$ cat src/rtl/atrover_io_pkg.sv
// Shared definitions for the atrover IO peripheral: register word indices,
// the ID constant and the byte-lane helpers used by the write path.
package atrover_io_pkg;

    typedef enum logic [3:0] {
        REG_ID       = 4'd0,
        REG_LEDS     = 4'd1,
        REG_PWM_EN   = 4'd2,
        REG_BTN      = 4'd3,
        REG_BTN_EDGE = 4'd4,
        REG_IRQ_EN   = 4'd5,
        REG_SW       = 4'd6,
        REG_DUTY0    = 4'd8
    } io_reg_e;

    localparam logic [31:0] IO_ID         = 32'h4154_0001;
    localparam int          PWM_DUTY_BASE = 8;

    function automatic logic [3:0] byte_en(input logic [1:0] size, input logic [1:0] addr_lo);
        logic [3:0] be;
        case (size)
            2'd0:    be = 4'b0001 << addr_lo;
            2'd1:    be = 4'b0011 << addr_lo;
            default: be = 4'b1111;
        endcase
        return be;
    endfunction

    function automatic logic [31:0] merge_bytes(input logic [31:0] old_val,
                                                input logic [31:0] new_val,
                                                input logic [3:0]  be);
        logic [31:0] res;
        for (int b = 0; b < 4; b++) begin
            res[8*b +: 8] = be[b] ? new_val[8*b +: 8] : old_val[8*b +: 8];
        end
        return res;
    endfunction

endpackage

$ cat src/rtl/atrover_pwm_chan.sv
// One PWM channel: duty shadow reloaded at the end of each period, compare
// against the shared counter, enable gating and a registered output.
module atrover_pwm_chan #(
    parameter int CNT_W = 13
) (
    input  logic             clk,
    input  logic             rst_n,
    input  logic             load,
    input  logic             en,
    input  logic [15:0]      duty,
    input  logic [CNT_W-1:0] cnt,
    output logic             pwm_out
);

    logic [15:0] shadow_q, shadow_d;
    logic        pwm_q, pwm_d;

    // A duty at or above the period never loses the compare, giving a constant high.
    always_comb begin
        shadow_d = load ? duty : shadow_q;
        pwm_d    = en && (32'(cnt) < 32'(shadow_q));
    end

    always_ff @(posedge clk or negedge rst_n) begin
        if (!rst_n) begin
            shadow_q <= '0;
            pwm_q    <= 1'b0;
        end else begin
            shadow_q <= shadow_d;
            pwm_q    <= pwm_d;
        end
    end

    assign pwm_out = pwm_q;

endmodule

$ cat src/rtl/atrover_io_periph.sv
// Memory-mapped IO bank on the simple dBus: LEDs, PWM, synchronised buttons and
// switches, sticky W1C button-edge flags. Define ATROVER_IO_IRQ_EN to enable irq.
module atrover_io_periph
    import atrover_io_pkg::*;
#(
    parameter int CLK_FREQ = 100000000,
    parameter int PWM_FREQ = 20000,
    parameter int NUM_PWM  = 6,
    parameter int NUM_LED  = 4,
    parameter int NUM_BTN  = 4,
    parameter int NUM_SW   = 4,
    parameter int DATA_WL  = 32,
    parameter int ADDR_WL  = 6
) (
    input  logic               clk,
    input  logic               rst_n,
    input  logic               cmd_valid,
    input  logic               cmd_wr,
    input  logic [ADDR_WL-1:0] cmd_addr,
    input  logic [DATA_WL-1:0] cmd_data,
    input  logic [1:0]         cmd_size,
    output logic               cmd_ready,
    output logic               rsp_ready,
    output logic               rsp_error,
    output logic [DATA_WL-1:0] rsp_data,
    input  logic [NUM_BTN-1:0] btn,
    input  logic [NUM_SW-1:0]  sw,
    output logic [NUM_LED-1:0] leds,
    output logic [NUM_PWM-1:0] pwm_out,
    output logic               irq
);

    localparam int PERIOD = CLK_FREQ / PWM_FREQ;
    localparam int CNT_W  = (PERIOD > 1) ? $clog2(PERIOD) : 1;

    logic               rd_en, wr_en;
    logic [ADDR_WL-3:0] idx;
    int                 reg_idx;
    logic [3:0]         be;

    logic [NUM_LED-1:0] leds_q, leds_d;
    logic [NUM_PWM-1:0] pwm_en_q, pwm_en_d;
    logic [15:0]        duty_q [NUM_PWM];
    logic [15:0]        duty_d [NUM_PWM];
    logic [NUM_BTN-1:0] btn_s1_q, btn_s1_d, btn_s2_q, btn_s2_d, btn_prev_q, btn_prev_d;
    logic [NUM_SW-1:0]  sw_s1_q, sw_s1_d, sw_s2_q, sw_s2_d;
    logic [NUM_BTN-1:0] edge_q, edge_d, edge_clr;
    logic [NUM_BTN-1:0] irq_en_rd;
    logic [CNT_W-1:0]   cnt_q, cnt_d;
    logic               pwm_load;

    logic [DATA_WL-1:0] rd_data;
    logic               rd_err;
    logic               rsp_ready_q, rsp_ready_d, rsp_error_q, rsp_error_d;
    logic [DATA_WL-1:0] rsp_data_q, rsp_data_d;

    assign rd_en   = cmd_valid && !cmd_wr;
    assign wr_en   = cmd_valid && cmd_wr;
    assign idx     = cmd_addr[ADDR_WL-1:2];
    assign reg_idx = int'(idx);
    assign be      = byte_en(cmd_size, cmd_addr[1:0]);

    always_comb begin
        leds_d     = leds_q;
        pwm_en_d   = pwm_en_q;
        duty_d     = duty_q;
        btn_s1_d   = btn;
        btn_s2_d   = btn_s1_q;
        btn_prev_d = btn_s2_q;
        sw_s1_d    = sw;
        sw_s2_d    = sw_s1_q;
        edge_clr   = '0;
        if (wr_en) begin
            case (idx)
                REG_LEDS:     leds_d   = NUM_LED'(merge_bytes(32'(leds_q), cmd_data, be));
                REG_PWM_EN:   pwm_en_d = NUM_PWM'(merge_bytes(32'(pwm_en_q), cmd_data, be));
                REG_BTN_EDGE: edge_clr = NUM_BTN'(merge_bytes('0, cmd_data, be));
                default: ;
            endcase
            for (int i = 0; i < NUM_PWM; i++) begin
                if (reg_idx == PWM_DUTY_BASE + i) begin
                    duty_d[i] = 16'(merge_bytes(32'(duty_q[i]), cmd_data, be));
                end
            end
        end
        // A rising edge arriving with a W1C of the same bit must survive.
        edge_d = (edge_q & ~edge_clr) | (btn_s2_q & ~btn_prev_q);
    end

    always_comb begin
        rd_data = '0;
        rd_err  = 1'b0;
        case (idx)
            REG_ID:       rd_data = DATA_WL'(IO_ID);
            REG_LEDS:     rd_data = DATA_WL'(leds_q);
            REG_PWM_EN:   rd_data = DATA_WL'(pwm_en_q);
            REG_BTN:      rd_data = DATA_WL'(btn_s2_q);
            REG_BTN_EDGE: rd_data = DATA_WL'(edge_q);
            REG_IRQ_EN:   rd_data = DATA_WL'(irq_en_rd);
            REG_SW:       rd_data = DATA_WL'(sw_s2_q);
            default: begin
                rd_err = 1'b1;
                for (int i = 0; i < NUM_PWM; i++) begin
                    if (reg_idx == PWM_DUTY_BASE + i) begin
                        rd_err  = 1'b0;
                        rd_data = DATA_WL'(duty_q[i]);
                    end
                end
            end
        endcase
    end

    always_comb begin
        pwm_load    = (cnt_q == CNT_W'(PERIOD - 1));
        cnt_d       = pwm_load ? '0 : cnt_q + CNT_W'(1);
        rsp_ready_d = rd_en;
        rsp_error_d = rd_en && rd_err;
        rsp_data_d  = rd_en ? rd_data : '0;
    end

    always_ff @(posedge clk or negedge rst_n) begin
        if (!rst_n) begin
            leds_q      <= '0;
            pwm_en_q    <= '0;
            duty_q      <= '{default: '0};
            btn_s1_q    <= '0;
            btn_s2_q    <= '0;
            btn_prev_q  <= '0;
            sw_s1_q     <= '0;
            sw_s2_q     <= '0;
            edge_q      <= '0;
            cnt_q       <= '0;
            rsp_ready_q <= 1'b0;
            rsp_error_q <= 1'b0;
            rsp_data_q  <= '0;
        end else begin
            leds_q      <= leds_d;
            pwm_en_q    <= pwm_en_d;
            duty_q      <= duty_d;
            btn_s1_q    <= btn_s1_d;
            btn_s2_q    <= btn_s2_d;
            btn_prev_q  <= btn_prev_d;
            sw_s1_q     <= sw_s1_d;
            sw_s2_q     <= sw_s2_d;
            edge_q      <= edge_d;
            cnt_q       <= cnt_d;
            rsp_ready_q <= rsp_ready_d;
            rsp_error_q <= rsp_error_d;
            rsp_data_q  <= rsp_data_d;
        end
    end

`ifdef ATROVER_IO_IRQ_EN
    logic [NUM_BTN-1:0] irq_en_q, irq_en_d;
    logic               irq_q, irq_d;

    always_comb begin
        irq_en_d = irq_en_q;
        if (wr_en && idx == REG_IRQ_EN) begin
            irq_en_d = NUM_BTN'(merge_bytes(32'(irq_en_q), cmd_data, be));
        end
        irq_d = |(edge_q & irq_en_q);
    end

    always_ff @(posedge clk or negedge rst_n) begin
        if (!rst_n) begin
            irq_en_q <= '0;
            irq_q    <= 1'b0;
        end else begin
            irq_en_q <= irq_en_d;
            irq_q    <= irq_d;
        end
    end

    assign irq       = irq_q;
    assign irq_en_rd = irq_en_q;
`else
    assign irq       = 1'b0;
    assign irq_en_rd = '0;
`endif

    for (genvar g = 0; g < NUM_PWM; g++) begin : g_pwm
        atrover_pwm_chan #(
            .CNT_W(CNT_W)
        ) u_chan (
            .clk    (clk),
            .rst_n  (rst_n),
            .load   (pwm_load),
            .en     (pwm_en_q[g]),
            .duty   (duty_q[g]),
            .cnt    (cnt_q),
            .pwm_out(pwm_out[g])
        );
    end

    assign cmd_ready = 1'b1;
    assign rsp_ready = rsp_ready_q;
    assign rsp_error = rsp_error_q;
    assign rsp_data  = rsp_data_q;
    assign leds      = leds_q;

endmodule

$ cat config.mk
export PLATFORM = sky130hd
export DESIGN_NAME = atrover_io_periph
export DESIGN_NICKNAME = d
export VERILOG_FILES = /design/src/rtl/atrover_io_pkg.sv /design/src/rtl/atrover_pwm_chan.sv /design/src/rtl/atrover_io_periph.sv
export SDC_FILE = /design/constraint.sdc
export NUM_CORES = 1
export LEC_CHECK = 0
export CORE_ASPECT_RATIO = 1.75
export CORE_MARGIN = 4
export CORE_UTILIZATION = 59
export DETAILED_ROUTE_END_ITERATION = 10
export GPL_TIMING_DRIVEN = 0
export PLACE_DENSITY = 0.86
export RECOVER_POWER = 100
export SETUP_SLACK_MARGIN = 0.05
export SYNTH_ARGS = -nofsm -noshare
export SYNTH_HDL_FRONTEND = slang
export SYNTH_SLANG_ARGS = --single-unit
export TNS_END_PERCENT = 50
$ cat constraint.sdc
create_clock -name clk -period 6 [get_ports clk]
set_clock_uncertainty 0.2 [all_clocks]
set_input_delay 0.6 -clock clk [delete_from_list [all_inputs] [get_ports clk]]
set_output_delay 0.6 -clock clk [all_outputs]
set_load 0.01 [all_outputs]
==> results.md, run 1 <==
- Status: complete, but fails checks
- Failing checks: capacitance limit, slew limit
- Overflow left after global routing: 0
- Final Slew Violations: 105
- I/O pin cnt: just under 100
- Largest net degree at the start of global routing: between 100 and 150
- Clk sink count: 264
- Worst Setup End Kind: async pin
- FF-to-FF End: g_pwm[1].u_chan.shadow_q[12]$_DFFE_PN0N_
- Worst Hold Class: reg2reg
- First-pass GRT wire length: 51.4 mm
- Vias in the first global route: 9531
- Routability cong.: 0.916
- Max Root-Sink Buffers: 3
- CP arrival: about 3.8 ns
- Worst setup SP type: input pin
- Ant diodes: 0
- Avg Cell Area, Syn: 12.6 um^2
- Layout cells sized above 1: 19.6%
- Worst-case reg-to-reg path depth: 6
- Sequential fraction of the synthesis area: 50.9%
- Worst hold start: btn_s1_q[0]$_DFF_PN0_
- Fin nets: approximately 1300
- IO buf count: 67
- Final setup fails: 0
- # DRC: 0
- PwrDens: 273 nW/um^2
- Initial DRT Pass Iterations: 5
- Hold path depth: 0
- Initial antenna violation count: 0
- Final period util: about 55%
- Die area: 24600 um^2
- Max_slew headroom: -66.5%
- Via/cell ratio: 6.05
- Area of the multi-input gates: between 5000 and 6000 um^2
- Final core utilization: 67.8%
- Cells after Synth: approximately 1000
- Peak Freq: 0.300 GHz
- Wirelength, routed: 32.6 mm
- Fill cell count: 1495
- Flops & latches, synth: 264
- Max IR drop VDD: about 370 uV
- Fin Hold WS: between 0.1 and 0.15 ns
- Netlist Area Pre-Place: 13000 um^2
- Layout area overhead: 12.7%
- Root Buffer: clkbuf_16
- Post-synth EDFFs: 0
- Most numerous cell on the critical path: buf_16
- LEAKAGE: 7.14 nW
- Starting Density: 60.2%
- Worst path max stage delay: 1.77 ns
- Distinct cells, synth: 56
- Num CTS Buffers: 23
- Most used DFF post-synth: dfrtp_1
- DP Wirelength: 24.0 mm
- H-tree lvl count: 1
- Worst skew pair latency: 0.52 ns
- 1st-iter DRT viols: between 400 and 500
- Crit path kind: in2async
- Crit path required time: 6.45 ns
- Cells along the critical path: dlygate4sd3_1 > clkbuf_2 > buf_16 > buf_16
- Die Wd: around 120 um
- # hold bufs at CTS: 1
- Max_cap viols: 2
- Yosys warning total: 0
- Die height: a little over 200 um
- Core Rows: 71
- Critical path's top delay family: buffers and inverters
- # Post-CTS Setup Buffers: 0
- Register area: 6610 um^2
- Clock-pin transition on the worst setup and hold timing paths: 0.07 ns
- CTS tree: done
- RSZ-0062 raised after global routing: false
- Core Region: 21600 um^2
- WP buf/inv: 4
- Post-CTS resize count: 0
- Hold EP: btn_prev_d[0]$_DFF_PN0_
- Fin crit period: 3.33 ns
- Ys async rst share: 100%
- Reg2Reg Setup Slack: roughly 2.9 ns
- Drt wl/cell: 22.6 um
- Slew @ Worst Pin: between 2 and 2.5 ns
- Antenna-violating nets left: 0
- Crit path max fanout: 104
- Gr usage total: 27.3%
- Final Hold Viols: 0
- Via count: 8730
- Crit-path slowest cell: clkbuf_2
- Worst reg2reg path startpoint: cnt_q[1]$_DFF_PN0_
## worst register-to-register path, stage by stage (launching register included)
cell,delay (ns)
dfrtp_1,0.54
ha_1,0.34
and4_1,0.20
nand3_1,0.14
clkbuf_1,0.53
clkbuf_1,0.67
mux2_1,0.41
## sequential cells by signal (all words and copies together) (netlist names)
| signal | flops |
|---|---|
| rsp_error | 1 |
| rsp_ready | 1 |
| pwm_en_q | 6 |
| btn_prev_d | 4 |
| sw_s1_q | 4 |
| cnt_q | 13 |
| sw_s2_q | 4 |
| g_pwm.u_chan.shadow_q | 96 |
| rsp_data | 17 |
| g_pwm.u_chan.pwm_out | 6 |
| edge_q | 4 |
| btn_s1_q | 4 |
| duty_q | 96 |
| leds | 4 |
| btn_prev_q | 4 |
## cell usage after synthesis, types with 7 or more instances
| cell type | n | area, um^2 |
|---|---|---|
| a21oi_1 | 34 | 170 |
| clkbuf_1 | 9 | 33.8 |
| inv_1 | 91 | 342 |
| and4_1 | 7 | 61.3 |
| a22oi_1 | 9 | 67.6 |
| nand2b_1 | 10 | 62.6 |
| buf_2 | 15 | 75.1 |
| dfrtp_1 | 264 | 6610 |
| mux2_2 | 133 | 1500 |
| nor3_1 | 19 | 95.1 |
| nor2_1 | 28 | 105 |
| mux2_4 | 64 | 961 |
| nand2_1 | 42 | 158 |
| o2bb2ai_1 | 9 | 78.8 |
| buf_6 | 7 | 78.8 |
| a211oi_1 | 19 | 143 |
| mux2i_1 | 16 | 160 |
| o21ai_0 | 26 | 130 |
| ha_1 | 73 | 913 |
| buf_4 | 29 | 218 |
| nand3_1 | 24 | 120 |
| o2111ai_1 | 9 | 78.8 |
## area by class of cell
| cell class | instances | area share [%] |
|---|---|---|
| repair buffers | 70 | 4.99 |
| well taps | 292 | 2.50 |
| multi-input cells | 625 | 37.1 |
| clock inverters | 11 | 1.29 |
| plain buffers | 61 | 2.32 |
| clock buffers | 29 | 4.36 |
| flip-flops and latches | 264 | 45.1 |
| inverters | 91 | 2.33 |
## logic make-up after synthesis
family | synth area share [%]
AO/OA/AOI/OAI | 7.67
multiplexers | 21.5
adder cells (fa/ha/maj) | 7.03
other | 0.0578
flip-flops | 50.9
AND/OR/NAND/NOR | 6.62
XOR/XNOR | 0.539
buffers and inverters | 5.78
## cells in the final DEF (no fill, tap or decap), types with 5 or more instances in the layout
master / synthesis / final
and3_1: 6 / 6
a31oi_1: 6 / 6
conb_1: 2 / 13
a211oi_1: 19 / 19
mux2i_1: 16 / 16
ha_1: 73 / 73
a22oi_1: 9 / 9
clkbuf_1: 9 / 30
mux2_1: 5 / 64
nor3_1: 19 / 19
nand2b_1: 10 / 10
buf_4: 29 / 28
buf_2: 15 / 5
o21ai_0: 26 / 27
inv_1: 91 / 91
mux2_4: 64 / 6
nand2_1: 42 / 43
o2111ai_1: 9 / 9
dfrtp_1: 264 / 264
clkbuf_16: 0 / 23
clkdlybuf4s50_1: 0 / 22
mux4_2: 5 / 5
mux2_2: 133 / 132
and4_1: 7 / 7
dlygate4sd3_1: 0 / 45
o2bb2ai_1: 9 / 9
bufinv_16: 0 / 5
a21oi_1: 34 / 34
xnor2_1: 5 / 5
nor2_1: 28 / 28
nand3_1: 24 / 24
o21a_1: 5 / 5
o221ai_1: 6 / 6
nor2b_1: 5 / 5
## power by group
part | total (W) | internal [W] | switching, W
logic | 0.000348 | 0.000171 | 0.000177
registers | 0.00201 | 0.00191 | 0.000102
clock network | 0.00164 | 0.000970 | 0.000669
## routing by layer
layer  track usage [%]  up-vias  routed length (um)
met5                 0        -                   0
met4              19.8        0                2640
met3              4.13      153                1710
met2              48.1      391               16700
met1              29.4     4352               11500
li1                  -     3834                   -
## how the worst max path moves through the flow
stage | from | end | slack, ns | cells past startpoint
after floorplan | cmd_addr[2] | duty_q[10]$_DFFE_PN0P_ | 3.90 | 7
after global placement | rst_n | duty_q[81]$_DFFE_PN0P_ | -6.59 | 1
after detailed placement | cmd_addr[3] | rsp_data[8]$_DFF_PN0_ | 2.95 | 7
after CTS | cmd_addr[3] | rsp_data[8]$_DFF_PN0_ | 3.47 | 7
after global routing | rst_n | g_pwm[3].u_chan.shadow_q[1]$_DFFE_PN0N_ | 2.17 | 4
final | rst_n | duty_q[35]$_DFFE_PN0P_ | 2.67 | 4
## through the flow
step	total power, W	instance area, um^2	setup WS, ns	std cells	TNS (ns)
finish	0.00400	14600	2.67	1443	0
global route	0.00412	14600	2.17	1443	0
CTS	0.00402	15000	3.47	1443	0
detailed placement	0.00240	14100	2.95	1402	0
global placement	0.00237	14100	-6.59	1400	-1732.28
floorplan	0.00221	13000	3.90	1041	0
No activity file was read; power rests on OpenSTA's default activity.
==> run 2, diff against run 1 <==
==> constraint.sdc (replaced) <==
create_clock -name clk -period 3.16 [get_ports clk]
set_clock_uncertainty 0.2 [all_clocks]
set_input_delay 0.316 -clock clk [delete_from_list [all_inputs] [get_ports clk]]
set_output_delay 0.316 -clock clk [all_outputs]
set_load 0.01 [all_outputs]
==> run 2 against run 1 <==
Net effect: largest power group unchanged; sequential cell count is the same; routed wire length shrank 0.29%; critical path type is now in2reg; count of clock-buffer cells in the layout is the same; global-route usage is the same; sequential power grew 90%; the flow still finishes with violations (capacitance limit, slew limit); non-clock buffer count is the same; clock power grew 90%; cell count is the same; register-to-register slack lost 2.4 ns; sequential share of layout area shrank 0.16 points; first-iteration DRC count grew 11%.
==> results.md, run 2 (synthesis results as in run 1) <==
- Drt wl/cell: 22.5 um (was 22.6 um)
- RSZ-0062 raised after global routing: false (unchanged)
- Worst skew pair latency: 0.52 ns (about the same)
- Crit path required time: 3.37 ns (was 6.45 ns)
- Root Buffer: clkbuf_16 (unchanged)
- Post-CTS resize count: 0 (unchanged)
- Num CTS Buffers: 23 (unchanged)
- Post-DP Area: 14100 um^2 (unchanged)
- Initial DRT Pass Iterations: 5 (unchanged)
- Top Metal Used: met4 (unchanged)
- IO buf count: 67 (unchanged)
- DP Wirelength: 24.0 mm (unchanged)
- Worst Setup End Kind: register (was async pin)
- Final non-filler cell total: 1443 (unchanged)
- Final period util: 88.1%
- Worst setup SP type: input pin (unchanged)
- Cell area after layout: 14700 um^2 (was 14600 um^2)
- Max_slew headroom: -0.850% (was -66.5%)
- Routed wl met3: 1.71 mm (about the same)
- CP arrival: 2.99 ns (was 3.78 ns)
- Status: complete, but fails checks (unchanged)
- Die height: 204 um (unchanged)
- Wl on met1: 11.5 mm (about the same)
- Max IR drop VDD: 691 uV (was 367 uV)
- Die Wd: 120 um (unchanged)
- Initial antenna violation count: 0 (unchanged)
- Crit path max fanout: 10 (was 104)
- Internal power: 0.00579 W (was 0.00305 W)
- H-tree lvl count: 1 (unchanged)
- Die area: 24600 um^2 (unchanged)
- TNS Setup: 0 ns (unchanged)
- Met2 WL: 16.7 mm (about the same)
- LEAKAGE: 7.18 nW (was 7.14 nW)
- Fin crit period: 2.78 ns
- Layout cells sized above 1: 20.9% (was 19.6%)
- Wirelength, routed: 32.5 mm (was 32.6 mm)
- Final setup fails: 0 (unchanged)
- Core Rows: 71 (unchanged)
- Max Root-Sink Buffers: 3 (unchanged)
- Peak Freq: 0.359 GHz
- CTS tree: done (unchanged)
- Largest net degree at the start of global routing: 105 (unchanged)
- Layout area overhead: 13.1% (was 12.7%)
- Clk sink count: 264 (unchanged)
- Fin nets: 1261 (unchanged)
- Starting Density: 60.2% (unchanged)
- Inst Count DP: 1402 (unchanged)
- Via count: 8748 (was 8730)
- Ant diodes: 0 (unchanged)
- Via/cell ratio: 6.06 (was 6.05)
- Max_cap viols: 1 (was 2)
- 1st-iter DRT viols: 464 (was 418)
- Commonest non-fill, non-tap cell in the layout: dfrtp_1 (unchanged)
- P_sw: 0.00180 W (was 0.000949 W)
- Slew @ Worst Pin: 1.50 ns (was 2.50 ns)
- Overflow left after global routing: 0 (unchanged)
- Vias in the first global route: 9531 (unchanged)
- Failing checks: capacitance limit, slew limit (unchanged)
- Clock-pin transition on the worst setup and hold timing paths: 0.06 ns (was 0.07 ns)
- Worst Hold Class: in2reg (was reg2reg)
- Final Hold Viols: 0 (unchanged)
- Clock network power share: 41.0% (about the same)
- Gr usage total: 27.3% (unchanged)
- Power, Total: 0.00759 W (was 0.00400 W)
- Core Region: 21600 um^2 (unchanged)
- PwrDens: 517 nW/um^2 (was 273 nW/um^2)
- Switching part of the total: 23.7% (about the same)
- Crit path kind: in2reg (was in2async)
- First-pass GRT wire length: 51.4 mm (unchanged)
- I/O pin cnt: 98 (unchanged)
- Commonest non-fill, non-tap cells in the layout: dfrtp_1 (264), mux2_2 (132), inv_1 (91), ha_1 (73), mux2_1 (58) (was dfrtp_1 (264), mux2_2 (132), inv_1 (91), ha_1 (73), mux2_1 (64))
- # DRC: 0 (unchanged)
- Combinational cell fraction of total power: 8.7% (about the same)
- Final Slew Violations: 1 (was 105)
- Routability cong.: 0.916 (unchanged)
- Flop pwr share: 50.3% (about the same)
- Antenna-violating nets left: 0 (unchanged)
[run 2: cell types whose count changed in the layout (fill, tap and decap cells not counted), sizes merged]
cell | previous run | this run
dlygate4sd3 | 45 | 44
clkdlybuf4s50 | 22 | 23
buf | 35 | 38
clkbuf | 58 | 55
[run 2: metal layers]
layer	track usage, %	vias up
li1	-	3834
met1	29.4	4375
met2	48.1	383
met3	4.13	156
met4	19.8	0
met5	0	-
[run 2: critical path: stages]
cell	delay (ns)
clkdlybuf4s50_1	0.58
clkbuf_1	0.58
clkbuf_1	0.59
o21ai_0	0.24
a222oi_1	0.26
nor3_1	0.13
a211oi_1	0.28
[run 2: worst paths after layout]
| path | cells after the start | slack [ns] | end | startpoint |
|---|---|---|---|---|
| worst max-delay path | 7 | 0.38 | rsp_data[0]$_DFF_PN0_ | cmd_addr[3] |
| worst min-delay path | 3 | 0.03 | rsp_data[24]$_DFF_PN0_ | cmd_addr[2] |
| worst max register to register | 5 | 0.41 | g_pwm[5].u_chan.shadow_q[1]$_DFFE_PN0N_ | cnt_q[1]$_DFF_PN0_ |
| worst min register to register | 0 | 0.15 | btn_prev_d[0]$_DFF_PN0_ | btn_s1_q[0]$_DFF_PN0_ |
| max in group asynchronous | 4 | 1.26 | duty_q[35]$_DFFE_PN0P_ | rst_n |
| min in group asynchronous | 2 | 0.23 | duty_q[13]$_DFFE_PN0P_ | rst_n |
[run 2: power groups by stage]
stage	logic (W)	registers, W	clock network (W)
5_1_grt	0.000719	0.00384	0.00326
3_3_place_gp	0.000635	0.00387	0
6_report	0.000663	0.00382	0.00311
4_1_cts	0.000678	0.00382	0.00313
3_5_place_dp	0.000669	0.00388	0
2_1_floorplan	0.000388	0.00381	0
[run 2: area by class of cell]
cell class                 count  area, um^2
fill                        1480        6900
sequential                   264        6610
multi-input combinational    625        5450
timing repair buffer          70         741
clock buffer                  29         638
tap                          292         365
buffer                        61         359
inverter                      91         342
clock inverter                11         189
[run 2: repair_timing]
action                                 4_1_cts  5_1_grt
setup buffers                                0        0
endpoints found under the hold margin      103        0
hold buffers                                 1        0
[run 2: per-stage QoR]
| stage | hold WS, ns | utilization (%) | setup WS [ns] |
|---|---|---|---|
| CTS | 0.0221 | 69.3 | 0.768 |
| finish | 0.0345 | 68.0 | 0.376 |
| detailed placement | 0.136 | 65.4 | 0.397 |
| floorplan | -0.180 | - | 1.17 |
| global placement | 0.133 | 65.2 | -9.15 |
| global route | 0.0487 | 68.0 | 0.311 |
